--- config.mk ---
export PLATFORM = sky130hd
export DESIGN_NAME = seven_segs_scan_flat
export DESIGN_NICKNAME = d
export VERILOG_FILES = /design/src/rtl/seven_segs_scan_pkg.sv /design/src/rtl/seven_segs_scan_if.sv /design/src/rtl/seven_segs_scan_timer.sv /design/src/rtl/seven_segs_scan.sv /design/src/flat_wrapper.sv
export SDC_FILE = /design/constraint.sdc
export NUM_CORES = 1
export LEC_CHECK = 0
export ABC_CLOCK_PERIOD_IN_PS = 2250
export CAP_MARGIN = 20
export CORE_MARGIN = 8
export CORE_UTILIZATION = 52
export CTS_BUF_LIST = sky130_fd_sc_hd__clkbuf_16
export DETAILED_ROUTE_END_ITERATION = 7
export MAX_ROUTING_LAYER = met4
export PLACE_DENSITY = 0.76
export SYNTH_ARGS = -nofsm -noshare
export SYNTH_HDL_FRONTEND = slang
export SYNTH_SLANG_ARGS = --single-unit
--- constraint.sdc ---
create_clock -name Clk -period 2.25 [get_ports Clk]
set_clock_uncertainty 0.05 [all_clocks]
set_input_delay 0.45 -clock Clk [delete_from_list [all_inputs] [get_ports Clk]]
set_output_delay 0.45 -clock Clk [all_outputs]
set_load 0.05 [all_outputs]
--- src/rtl/seven_segs_scan_pkg.sv ---
// Shared definitions for the multiplexed seven-segment scanner.
//   scan_state_t : scan phase (SHOW = digit lit, BLANK = anti-ghosting gap)
//   HEX_SEG      : hex digit to active-high segment pattern, bit order {g,f,e,d,c,b,a}
//   hex2seg()    : table lookup for one nibble
//   max_u()      : helper for deriving register widths from parameters
package seven_segs_pkg;

    typedef enum logic [0:0] {
        SHOW  = 1'b0,
        BLANK = 1'b1
    } scan_state_t;

    localparam logic [6:0] HEX_SEG [16] = '{
        7'h3F, 7'h06, 7'h5B, 7'h4F, 7'h66, 7'h6D, 7'h7D, 7'h07,
        7'h7F, 7'h6F, 7'h77, 7'h7C, 7'h39, 7'h5E, 7'h79, 7'h71
    };

    function automatic logic [6:0] hex2seg(input logic [3:0] nibble);
        return HEX_SEG[nibble];
    endfunction

    function automatic int unsigned max_u(input int unsigned a, input int unsigned b);
        return (a > b) ? a : b;
    endfunction

endpackage

--- src/rtl/seven_segs_scan_if.sv ---
// Datapath/pin bundle of the seven-segment scanner.
//   master : datapath side, drives Load/Data/DotEn/DigitEn/Enable, sees the pins
//   slave  : scanner side, samples the datapath inputs, drives Segs/Dp/An/FrameTick
interface seven_segs_scan_if #(
    parameter int unsigned DIGITS = 8
);
    logic                  Load;
    logic [4*DIGITS-1:0]   Data;
    logic [DIGITS-1:0]     DotEn;
    logic [DIGITS-1:0]     DigitEn;
    logic                  Enable;
    logic [6:0]            Segs;
    logic                  Dp;
    logic [DIGITS-1:0]     An;
    logic                  FrameTick;

    modport master (
        output Load, Data, DotEn, DigitEn, Enable,
        input  Segs, Dp, An, FrameTick
    );

    modport slave (
        input  Load, Data, DotEn, DigitEn, Enable,
        output Segs, Dp, An, FrameTick
    );
endinterface

--- src/rtl/seven_segs_scan_timer.sv ---
// Slot sequencer for the scanner: each digit gets SCAN_DIV lit cycles followed
// by BLANK_CYC dark cycles, digits visited 0..DIGITS-1 in order.
//   clk, rst_n  : clock, asynchronous active-low reset
//   idx         : digit currently being scanned
//   show        : high while in the lit part of the slot
//   frame_tick  : high on the cycle whose edge wraps idx back to 0
module scan_timer
    import seven_segs_pkg::*;
#(
    parameter int unsigned DIGITS    = 8,
    parameter int unsigned SCAN_DIV  = 50000,
    parameter int unsigned BLANK_CYC = 500,
    localparam int unsigned IW       = $clog2(max_u(DIGITS, 2))
) (
    input  logic          clk,
    input  logic          rst_n,
    output logic [IW-1:0] idx,
    output logic          show,
    output logic          frame_tick
);

    localparam int unsigned CW = $clog2(max_u(max_u(SCAN_DIV, BLANK_CYC), 2));
    localparam logic [CW-1:0] SHOW_LAST  = CW'(SCAN_DIV - 1);
    localparam logic [CW-1:0] BLANK_LAST = CW'((BLANK_CYC == 0) ? 0 : BLANK_CYC - 1);
    localparam logic [IW-1:0] IDX_LAST   = IW'(DIGITS - 1);

    scan_state_t   state;
    logic [CW-1:0] cnt;
    logic          advance;
    logic          wrap;

    // With no gap configured the digit advances straight out of SHOW.
    always_comb begin
        advance = 1'b0;
        if (state == SHOW && cnt == SHOW_LAST && BLANK_CYC == 0)
            advance = 1'b1;
        if (state == BLANK && cnt == BLANK_LAST)
            advance = 1'b1;
        wrap = advance && (idx == IDX_LAST);
    end

    always_ff @(posedge clk or negedge rst_n) begin
        if (!rst_n) begin
            state <= SHOW;
            cnt   <= '0;
            idx   <= '0;
        end else begin
            case (state)
                SHOW: begin
                    if (cnt == SHOW_LAST) begin
                        cnt <= '0;
                        if (BLANK_CYC != 0)
                            state <= BLANK;
                    end else begin
                        cnt <= cnt + CW'(1);
                    end
                end
                BLANK: begin
                    if (cnt == BLANK_LAST) begin
                        cnt   <= '0;
                        state <= SHOW;
                    end else begin
                        cnt <= cnt + CW'(1);
                    end
                end
                default: begin
                    cnt   <= '0;
                    state <= SHOW;
                end
            endcase
            // Explicit compare against the last digit; DIGITS need not be a power of two.
            if (advance)
                idx <= wrap ? '0 : idx + IW'(1);
        end
    end

    assign show       = (state == SHOW);
    assign frame_tick = wrap;

endmodule

--- src/rtl/seven_segs_scan.sv ---
// Time-multiplexed common-anode seven-segment driver. Latches a packed hex word
// on Load and scans it across DIGITS digits with a blanking gap per slot.
//   Clk, Rst_n : clock, asynchronous active-low reset
//   bus.Load   : capture strobe for Data/DotEn/DigitEn
//   bus.Data   : hex nibbles, digit i in Data[4i+3:4i]
//   bus.DotEn  : decimal point per digit
//   bus.DigitEn: per-digit display enable (slot timing is kept when off)
//   bus.Enable : global display enable, used live
//   bus.Segs/Dp/An/FrameTick : registered pin outputs, polarity per parameters
module seven_segs_scan
    import seven_segs_pkg::*;
#(
    parameter int unsigned DIGITS         = 8,
    parameter int unsigned SCAN_DIV       = 50000,
    parameter int unsigned BLANK_CYC      = 500,
    parameter bit          SEG_ACTIVE_LOW = 1'b1,
    parameter bit          AN_ACTIVE_LOW  = 1'b1
) (
    input  logic               Clk,
    input  logic               Rst_n,
    seven_segs_scan_if.slave   bus
);

    localparam int unsigned IW = $clog2(max_u(DIGITS, 2));
    localparam logic [DIGITS-1:0] AN_INV  = AN_ACTIVE_LOW  ? '1 : '0;
    localparam logic [6:0]        SEG_INV = SEG_ACTIVE_LOW ? '1 : '0;
    localparam logic              DP_INV  = SEG_ACTIVE_LOW;

    logic [4*DIGITS-1:0] data_q;
    logic [DIGITS-1:0]   dot_q;
    logic [DIGITS-1:0]   den_q;

    logic [IW-1:0]       idx;
    logic                show;
    logic                frame_tick;

    logic [DIGITS-1:0]   an_hi;
    logic [6:0]          seg_hi;
    logic                dp_hi;

    scan_timer #(
        .DIGITS    (DIGITS),
        .SCAN_DIV  (SCAN_DIV),
        .BLANK_CYC (BLANK_CYC)
    ) u_timer (
        .clk        (Clk),
        .rst_n      (Rst_n),
        .idx        (idx),
        .show       (show),
        .frame_tick (frame_tick)
    );

    always_ff @(posedge Clk or negedge Rst_n) begin
        if (!Rst_n) begin
            data_q <= '0;
            dot_q  <= '0;
            den_q  <= '0;
        end else if (bus.Load) begin
            data_q <= bus.Data;
            dot_q  <= bus.DotEn;
            den_q  <= bus.DigitEn;
        end
    end

    // Loop-compare selection avoids a variable index that would be out of
    // range for DIGITS=1 (idx is at least one bit wide).
    always_comb begin
        an_hi  = '0;
        seg_hi = '0;
        dp_hi  = 1'b0;
        for (int unsigned i = 0; i < DIGITS; i++) begin
            if (show && bus.Enable && idx == IW'(i) && den_q[i]) begin
                an_hi[i] = 1'b1;
                seg_hi   = hex2seg(data_q[4*i +: 4]);
                dp_hi    = dot_q[i];
            end
        end
    end

    // Polarity is folded in ahead of the registers so the pins come straight off flops.
    always_ff @(posedge Clk or negedge Rst_n) begin
        if (!Rst_n) begin
            bus.An        <= AN_INV;
            bus.Segs      <= SEG_INV;
            bus.Dp        <= DP_INV;
            bus.FrameTick <= 1'b0;
        end else begin
            bus.An        <= an_hi ^ AN_INV;
            bus.Segs      <= seg_hi ^ SEG_INV;
            bus.Dp        <= dp_hi ^ DP_INV;
            bus.FrameTick <= frame_tick;
        end
    end

endmodule
--- src/flat_wrapper.sv ---
// flat-port wrapper written by rule: the top's interface ports become plain ports
module seven_segs_scan_flat import seven_segs_pkg::*;
#(
    parameter int unsigned DIGITS         = 8,
    parameter int unsigned SCAN_DIV       = 50000,
    parameter int unsigned BLANK_CYC      = 500,
    parameter bit          SEG_ACTIVE_LOW = 1'b1,
    parameter bit          AN_ACTIVE_LOW  = 1'b1
)
  (Clk, Rst_n, bus_Load, bus_Data, bus_DotEn, bus_DigitEn, bus_Enable, bus_Segs, bus_Dp, bus_An, bus_FrameTick);
  seven_segs_scan_if #(.DIGITS(DIGITS)) bus_i ();
  input  logic Clk;
  input  logic Rst_n;
  input wire logic [$bits(bus_i.Load)-1:0] bus_Load;
  input wire logic [$bits(bus_i.Data)-1:0] bus_Data;
  input wire logic [$bits(bus_i.DotEn)-1:0] bus_DotEn;
  input wire logic [$bits(bus_i.DigitEn)-1:0] bus_DigitEn;
  input wire logic [$bits(bus_i.Enable)-1:0] bus_Enable;
  output wire logic [$bits(bus_i.Segs)-1:0] bus_Segs;
  output wire logic [$bits(bus_i.Dp)-1:0] bus_Dp;
  output wire logic [$bits(bus_i.An)-1:0] bus_An;
  output wire logic [$bits(bus_i.FrameTick)-1:0] bus_FrameTick;
  assign bus_i.Load = bus_Load;
  assign bus_i.Data = bus_Data;
  assign bus_i.DotEn = bus_DotEn;
  assign bus_i.DigitEn = bus_DigitEn;
  assign bus_i.Enable = bus_Enable;
  assign bus_Segs = bus_i.Segs;
  assign bus_Dp = bus_i.Dp;
  assign bus_An = bus_i.An;
  assign bus_FrameTick = bus_i.FrameTick;
  seven_segs_scan #(.DIGITS(DIGITS), .SCAN_DIV(SCAN_DIV), .BLANK_CYC(BLANK_CYC), .SEG_ACTIVE_LOW(SEG_ACTIVE_LOW), .AN_ACTIVE_LOW(AN_ACTIVE_LOW)) u_core (.Clk(Clk), .Rst_n(Rst_n), .bus(bus_i));
endmodule
* Word level (Yosys, flattened, before mapping)
Memories as Yosys holds them, arrays and structs flattened. Index checks and enable logic that the tools add are counted.
Word-level totals: output and inout bits 17, flip-flop bits (word level) 85, memories kept 8, word-level logic and storage cells 117, memory bits (read-only) 896, input port bits 52
Memory list:
- (name not given) | depth 16, width 7, read ports 1, clocked after memory_dff 0, write ports 0, RTL line seven_segs_scan_pkg.sv:19 | return HEX_SEG[nibble];
- (name not given) | depth 16, width 7, read ports 1, clocked after memory_dff 0, write ports 0, RTL line seven_segs_scan_pkg.sv:19
- (name not given) | depth 16, width 7, read ports 1, clocked after memory_dff 0, write ports 0, RTL line seven_segs_scan_pkg.sv:19
- (name not given) | depth 16, width 7, read ports 1, clocked after memory_dff 0, write ports 0, RTL line seven_segs_scan_pkg.sv:19
- (name not given) | depth 16, width 7, read ports 1, clocked after memory_dff 0, write ports 0, RTL line seven_segs_scan_pkg.sv:19
- (name not given) | depth 16, width 7, read ports 1, clocked after memory_dff 0, write ports 0, RTL line seven_segs_scan_pkg.sv:19
- 2 more memories
Cells by class: bitwise operators 12, equal/unequal tests 9, magnitude comparators 8, $add $sub $neg 2, mux-type cells 48, reductions and logical operators 20
Operators by type and width (number):
- $mux 7 | 24
- $ge 5x5->1 const B | 8
- $not 4->5 | 8
- $mux 16 | 2
- $pmux 16 s2 | 1
- $logic_and 1x1->1 | 19
- $mux 1 | 19
- $add 16x1->16 const B | 1
- $eq 16x16->1 const B | 1
- $eq 16x9->1 const B | 1
- $eq 3x3->1 const B | 4
- $not 8->8 | 1
- $not 7->7 | 1
- $eq 3x2->1 const B | 2
- $add 3x1->3 const B | 1
- $eq 3x1->1 const B | 1
- $logic_not 3->1 | 1
- $mux 3 | 1
- $not 1->1 | 2
- $pmux 1 s2 | 1

* Longest topological paths before layout
Gate-level depths: netlist of the first run.
word-level depth 13, gate-level depth with buffers 10, depth with buffers taken out 9

* Modules after synthesis
From an unflattened synthesis of the first run, not the netlist that was laid out.
Second synthesis, totals: cells, all modules 548, area total of the unflattened synthesis 5606.6 µm²
By module, submodules not included:
- seven_segs_scan | area an instance 4564.4 µm², instances 1, cells each 452
- scan_timer | area an instance 1042.2 µm², instances 1, cells each 96

* Least setup slack after synthesis of the first run
No wires, ideal clock.
path type register to register, from register u_core.u_timer.cnt[0], to register u_core.u_timer.idx[1], buffers on the path 1, arrival 1818 ps, clock period less this slack 1994 ps, path slack 256 ps, cell stages (with the launch flop) 6, required time 2075 ps, cells stage by stage dfrtp_1 > ha_1 > or3b_1 > or4_4 > buf_6 > mux2_4
On the way: longest elaborated chain between the ends 5
Ends and longest elaborated chain:
- start, declared | RTL line seven_segs_scan_timer.sv:28 | logic [CW-1:0] cnt;
- start signal, assigned | RTL line seven_segs_scan_timer.sv:55 | cnt <= cnt + CW'(1);
- start signal, assigned | RTL line seven_segs_scan_timer.sv:63 | cnt <= cnt + CW'(1);
- $eq 16x9->1 (*) | RTL line seven_segs_scan_timer.sv:37 | if (state == BLANK && cnt == BLANK_LAST)
- $logic_and 1x1->1 (*) | RTL line seven_segs_scan_timer.sv:37
- $mux 1 (*) | RTL line seven_segs_scan_timer.sv:37
- $logic_and 1x1->1 | RTL line seven_segs_scan_timer.sv:39 | wrap = advance && (idx == IDX_LAST);
- $mux 3 | RTL line seven_segs_scan_timer.sv:73 | idx <= wrap ? '0 : idx + IW'(1);
- end signal, assigned | RTL line seven_segs_scan_timer.sv:73
- end, declared | RTL line seven_segs_scan_timer.sv:17 | output logic [IW-1:0] idx,
Mark *: on every way between the ends. The rest lies on a longest branch, timed or not. A chain may end at the register's enable or synchronous reset.

* Worst setup path in the final report of the first run
from register u_core.bus.Segs[1], to output port bus_Segs[1]
RTL lines:
- start, declared | RTL line seven_segs_scan_if.sv:24 | output Segs, Dp, An, FrameTick
- start signal, assigned | RTL line seven_segs_scan.sv:89 | bus.Segs <= seg_hi ^ SEG_INV;
- end, declared | RTL line flat_wrapper.sv:19 | output wire logic [$bits(bus_i.Segs)-1:0] bus_Segs;
No word-level cell between the ends.

==> impl_metrics.env, run 1 <==
export IMPL_reg2reg_from="u_core.u_timer.idx[0]"
export IMPL_reg2reg_slack_ns=0.10
export IMPL_ys_types=63
export IMPL_fin_crit_sh=0.977
export IMPL_peakVddDrop_mv=0.515
export IMPL_via_count=4633
export IMPL_cts_setup_buffers=0
export IMPL_cp_end_kind="output pin"
export IMPL_path_class="reg -> out"
export IMPL_outcome="finished clean"
export IMPL_yosysTopAreaCellShare=0.306
export IMPL_core_area_sq_mm=0.0107
export IMPL_hold_depth=3
export IMPL_crit_start="u_core.bus.Segs[1]"
export IMPL_powerDensity_mw_per_mm2=595
export IMPL_wirelength_mm=14.0
export IMPL_cts_tree="built"
export IMPL_ys_seq_elements=85
export IMPL_yosys_cell_count_top_type="dfrtp_1"
export IMPL_async_flop_share=1.00
export IMPL_crit_slowest_cell="clkdlybuf4s50_1"
export IMPL_routabilityCongestion=0.906
export IMPL_rows=38
export IMPL_maxSlewViolCount=0
export IMPL_pre_cts_slack_ns=-0.192
export IMPL_final_core_util=0.649
export IMPL_setup_viol=0
export IMPL_dpl_hpwl_mm=10.8
export IMPL_synthTopCellsByCount="dfrtp_1, ha_1, o21ai_0"
export IMPL_syn_nets=680
export IMPL_die_area_sq_mm=0.0145
export IMPL_final_antenna_net_count=0
export IMPL_diodes=0
export IMPL_relSlewSlack=0.657
export IMPL_max_freq_ghz=0.455
export IMPL_r2r_end="u_core.bus.Segs[2]"
export IMPL_clock_path_buffers=2
export IMPL_die_width_um=120
export IMPL_drive_above_1_share=0.182
export IMPL_syn_to_final_growth_pct=22.9
export IMPL_grt_max_degree=43
export IMPL_drc_errors=0
export IMPL_crit_buf_inv=1
export IMPL_synth_seq_area_share=0.380
export IMPL_yosys_warnings=0
export IMPL_drt_iter0_markers=308
export IMPL_worstHoldStart="bus_Load"
export IMPL_numCtsBuffers=9
export IMPL_io_pins=69
export IMPL_grt_pass1_vias=4823
export IMPL_worst_pin_slew_ns=0.515
export IMPL_syn_cell_area_sq_mm=0.00565
export IMPL_min_period_ns=2.20
export IMPL_dr_pass1_iters=5
export IMPL_antenna_found_initial=0
export IMPL_hold_end="u_core.data_q[0]"
export IMPL_die_y_um=120
export IMPL_ctsHtreeMaxLevel=3
export IMPL_path_delay_family="buffers and inverters"
export IMPL_synthCells=577
export IMPL_fin_ws_ns=0.0523
export IMPL_portBuffers=68
export IMPL_reg2reg_depth=8
export IMPL_finalHoldViolations=0
export IMPL_arrival_ns=1.70
export IMPL_grt_pass1_wl_mm=23.4
export IMPL_grt_ovfl_total=0
export IMPL_drv_cap=0
export IMPL_clk_latency_ns=0.34
export IMPL_critical_path_required_ns=1.75
export IMPL_grt_total_usage=0.204
export IMPL_initial_core_util=0.528
export IMPL_synth_edf_count=0
export IMPL_leakage_nw=3.07
export IMPL_clk_root_buffer_cell="clkbuf_16"
export IMPL_clock_sinks=85
export IMPL_crit_path_max_incr_delay_ns=0.81
export IMPL_nets=762
export IMPL_cp_start_kind="flip-flop"
export IMPL_path_clk_slew_ns=0.07
export IMPL_synth_area_leaders="dfrtp_1, ha_1, dfstp_2"
export IMPL_synth_area_per_cell_sq_um=9.79
export IMPL_fill_cells=867
export IMPL_hold_class="in -> reg"
export IMPL_synth_flop_cell="dfrtp_1"
export IMPL_synth_largest_area_cell="dfrtp_1"
export IMPL_cp_cell_sequence="clkdlybuf4s50_1"
export IMPL_avgViaCountPerCell=5.76
export IMPL_worstPathMaxFanout=1
export IMPL_wire_per_inst_um=17.4
-- timing repair --
action / CTS / global route
setup endpoints to repair: 0 / 1
hold buffers: 1 / 0
resized for setup: 0 / 3
endpoints found under the hold margin: 19 / 0
-- cell type report --
class | count | area (sq um) | area share
Multi-Input combinational cell | 423 | 3230 | 0.465
Clock buffer | 9 | 225 | 0.0324
Timing Repair Buffer | 98 | 938 | 0.135
Sequential cell | 85 | 2150 | 0.309
Clock inverter | 7 | 75.1 | 0.0108
Tap cell | 140 | 175 | 0.0252
Inverter | 42 | 158 | 0.0227
-- metrics by stage --
step / instances / setup TNS [ns] / hold WS, ns / total power [W] / cell area, sq um
floorplan: 577 / 0 / 0.104 / 0.00232 / 5650
global placement: 787 / -0.263 / 0.303 / 0.00260 / 6620
detailed placement: 787 / -0.681 / 0.308 / 0.00264 / 6620
CTS: 804 / 0 / 0.425 / 0.00417 / 6930
global route: 804 / -0.0261 / 0.438 / 0.00432 / 6950
finish: 804 / 0 / 0.426 / 0.00413 / 6950
-- layout by cell type (no fill, tap or decap), types with 10 or more instances in the layout --
| cell type | instances |
|---|---|
| a21oi_1 | 19 |
| inv_1 | 39 |
| ha_1 | 51 |
| mux2i_1 | 17 |
| and3_1 | 10 |
| buf_4 | 27 |
| clkdlybuf4s50_1 | 66 |
| dfstp_2 | 16 |
| nand3_1 | 14 |
| dfrtp_1 | 69 |
| o21ai_0 | 50 |
| nor2_1 | 34 |
| mux2_2 | 34 |
| nand2_1 | 48 |
| nor2b_1 | 13 |
-- worst max path at each step --
stage | slack [ns] | cells after the start | end
3_3_place_gp | -0.11 | 7 | u_core.bus.Segs[2]
3_5_place_dp | -0.19 | 7 | u_core.bus.Segs[2]
2_1_floorplan | 0.26 | 5 | u_core.u_timer.idx[1]
4_1_cts | 0.03 | 8 | u_core.bus.Segs[2]
5_1_grt | -0.03 | 8 | u_core.bus.Segs[2]
6_report | 0.05 | 1 | bus_Segs[1]
-- flip-flops by register name, summed over array words and instances (netlist names) --
name                  count
u_core.bus.FrameTick      1
u_core.bus.An             8
u_core.u_timer.state      1
u_core.bus.Segs           7
u_core.den_q              8
u_core.bus.Dp             1
u_core.u_timer.cnt       16
u_core.data_q            32
u_core.dot_q              8
u_core.u_timer.idx        3
-- routing by layer --
layer / global-route usage / part of all wire
met4: 0.0648 / 0.019
met1: 0.243 / 0.44
met3: 0.0503 / 0.054
met5: - / 0
met2: 0.335 / 0.49
-- worst reg2reg max path: stages, from the launching register on --
cell and delay (ns):
dfrtp_1 0.43, inv_1 0.11, ha_1 0.15, nor2b_2 0.21
nand4_1 0.18, a221o_1 0.35, a221oi_2 0.32, o311ai_1 0.14
nor2b_1 0.14
-- cells by family (layout without fill, tap and decap cells) --
group,after synthesis,after routing,share of synthesized area
and+or+nand+nor,157,157,0.139
AOI/OAI and AO/OA,141,141,0.163
DFF,85,85,0.380
buffers and inverters,69,156,0.0514
muxes,60,60,0.132
adders and majority gates,51,51,0.113
xor gates and xnor gates,14,14,0.0217
-- where the power goes --
part	switching [W]	internal [W]
logic	0.000416	0.000412
registers	0.000165	0.00164
clock network	0.000638	0.000868
No activity file was read; power rests on OpenSTA's default activity.
==> inputs of run 2 (changes only) <==
Settings changed: ABC_AREA set to 1, ABC_CLOCK_PERIOD_IN_PS 2250 to 2000, CORE_UTILIZATION 52 to 40, PLACE_DENSITY 0.76 to 0.64.
Clock period 2.25 ns to 2 ns, I/O delays scaled along.
==> run 2 against run 1 <==
Compared with the run above:
- die area up 30%
- register-to-register slack better by 0.09 ns
- count of clock-buffer cells in the layout unchanged
- sequential power up 9%
- worst setup slack better by 0.12 ns
- combinational power up 4.6%
- highest routed layer unchanged
- total power up 7.8%
- wire length up 8.2%
- flip-flop and latch count unchanged
==> impl_metrics.env, run 2 <==
export IMPL_syn_cell_area_sq_mm=0.00584
export IMPL_via_count=5387
export IMPL_synthTopCellsByCount="nand2_1, o21ai_0, inv_1"
export IMPL_grt_total_usage=0.173
export IMPL_drc_errors=0
export IMPL_async_flop_share=1.00
export IMPL_leakage_nw=3.45
export IMPL_layout_commonest_cell="nand2_1"
export IMPL_setup_viol=0
export IMPL_initial_core_util=0.405
export IMPL_path_class="in -> reg"
export IMPL_synth_edf_count=0
export IMPL_synthCells=795
export IMPL_outcome="finished clean"
export IMPL_whs_ns=0.0207
export IMPL_synth_flop_cell="dfrtp_1"
export IMPL_numCtsBuffers=9
export IMPL_cp_start_kind="input pin"
export IMPL_layout_common_cells="nand2_1, inv_1, o21ai_0"
export IMPL_place_inst=1048
export IMPL_syn_nets=898
export IMPL_final_antenna_net_count=0
export IMPL_io_pins=69
export IMPL_nets=979
export IMPL_worst_pin_slew_ns=0.481
export IMPL_wirelength_mm=15.1
export IMPL_ctsHtreeMaxLevel=3
export IMPL_diodes=0
export IMPL_drt_iter0_markers=420
export IMPL_dr_pass1_iters=5
export IMPL_worstPathMaxFanout=8
export IMPL_synth_seq_area_share=0.367
export IMPL_grt_pass1_wl_mm=25.4
export IMPL_die_area_sq_mm=0.0187
export IMPL_portBuffers=68
export IMPL_cp_cell_sequence="clkdlybuf4s50_1 -> nand3_2 -> nor2_2 -> buf_4 -> o211ai_1 -> nand2_1 -> nand2_1 -> nand2_1 -> nand2_1 -> nand2_1 -> nand2_1 -> nand2_1"
export IMPL_hold_class="in -> async"
export IMPL_routabilityCongestion=0.892
export IMPL_avgViaCountPerCell=5.06
export IMPL_yosysTopAreaCellShare=0.295
export IMPL_die_width_um=137
export IMPL_syn_to_final_growth_pct=22.6
export IMPL_top_register="u_core.data_q"
export IMPL_crit_path_max_incr_delay_ns=0.57
export IMPL_drv_cap=0
export IMPL_fin_cells=1065
export IMPL_arrival_ns=2.07
export IMPL_drive_above_1_share=0.128
export IMPL_ys_seq_elements=85
export IMPL_critical_path_required_ns=2.24
export IMPL_yosys_cell_count_top_type="nand2_1"
export IMPL_reg2reg_depth=14
export IMPL_peakVddDrop_mv=0.361
export IMPL_clock_path_buffers=2
export IMPL_die_y_um=137
export IMPL_clk_latency_ns=0.35
export IMPL_max_freq_ghz=0.546
export IMPL_antenna_found_initial=0
export IMPL_maxSlewViolCount=0
export IMPL_min_period_ns=1.83
export IMPL_grt_ovfl_total=0
export IMPL_crit_slowest_cell="clkdlybuf4s50_1"
export IMPL_core_area_sq_mm=0.0144
export IMPL_largestRegisters="u_core.data_q x32, u_core.u_timer.cnt x16"
export IMPL_synth_area_leaders="dfrtp_1, nand2_1, ha_1"
export IMPL_grt_max_degree=86
export IMPL_largest_reg_flops=32
export IMPL_ys_types=40
export IMPL_cts_tree="built"
export IMPL_clk_root_buffer_cell="clkbuf_16"
export IMPL_wire_per_inst_um=14.2
export IMPL_synth_largest_area_cell="dfrtp_1"
export IMPL_rows=44
export IMPL_relSlewSlack=0.679
export IMPL_synth_area_per_cell_sq_um=7.35
export IMPL_path_clk_slew_ns=0.06
export IMPL_clock_sinks=85
export IMPL_finalHoldViolations=0
export IMPL_dpl_hpwl_mm=11.5
export IMPL_cp_end_kind="flip-flop"
export IMPL_powerDensity_mw_per_mm2=622
export IMPL_crit_path_frequent_cell="nand2_1"
export IMPL_yosys_warnings=0
export IMPL_power_w=0.00446
export IMPL_fin_crit_sh=0.916
export IMPL_grt_pass1_vias=5159
export IMPL_fill_cells=1448
[run 2: cell types whose count changed after synthesis, moves of 13 or more]
cell,delta
nand2_1,+169
inv_1,+51
o21ai_0,+40
nand3_1,+38
mux2_2,-24
a21oi_1,+19
mux2i_1,-17
nor2_1,+14
nor2b_1,-13
[run 2: logic make-up after synthesis]
| group | count (synthesis) | share of synthesized area |
|---|---|---|
| flops | 85 | 0.367 |
| xor+xnor | 5 | 0.00749 |
| compound gates | 161 | 0.148 |
| mux | 10 | 0.0193 |
| fa+ha+maj | 51 | 0.109 |
| buf+inv | 125 | 0.0846 |
| simple gates | 358 | 0.264 |
[run 2: cell type report]
class                      count  area, sq um  share of cell area
inverter                      96          360              0.0503
sequential                    85         2150               0.300
multi-input combinational    585         3250               0.453
tap                          184          230              0.0321
clock inverter                 7         53.8             0.00751
clock buffer                   9          225              0.0314
timing repair buffer          99          901               0.126
[run 2: what timing repair did]
action / 4_1_cts / 5_1_grt
setup endpoints to repair: 0 / 4
resized for setup: 0 / 14
setup buffers: 0 / 1
hold buffers: 0 / 0
[run 2: final timing paths]
path                       slack (ns)                    end                  start
max                              0.17     u_core.bus.Segs[2]             bus_Enable
min                              0.02      u_core.data_q[17]                  Rst_n
max reg2reg                      0.19     u_core.bus.Segs[1]       u_core.data_q[0]
min reg2reg                      0.41  u_core.u_timer.cnt[0]  u_core.u_timer.cnt[0]
max in group asynchronous        1.47       u_core.bus.An[3]                  Rst_n
min in group Clk                 0.41  u_core.u_timer.cnt[0]  u_core.u_timer.cnt[0]
[run 2: power breakdown]
group	switching [W]	total, W	internal (W)
logic	0.000518	0.000866	0.000348
clock network	0.000676	0.00162	0.000943
registers	0.000134	0.00197	0.00184
[run 2: metrics by stage]
stage	util	instance area, sq um	setup TNS [ns]	setup WS, ns
2_1_floorplan	-	5840	0	0.375
3_3_place_gp	0.474	6830	-0.817	-0.138
3_5_place_dp	0.474	6830	-0.982	-0.153
4_1_cts	0.493	7110	0	0.121
5_1_grt	0.497	7170	-0.000840	-0.000840
6_report	0.497	7170	0	0.169
[run 2: critical path, delay by kind of cell]
family	cells	cell delay, ns
AOI/OAI and AO/OA	1	0.13
buffers and inverters	2	0.75
and+or+nand+nor	9	0.78
[run 2: metal layers]
layer	share of wire	GRT usage	vias up
met5	0	-	-
met4	0.021	0.0561	0
met3	0.041	0.0316	21
met2	0.46	0.264	111
met1	0.48	0.229	2490
li1	-	-	2765
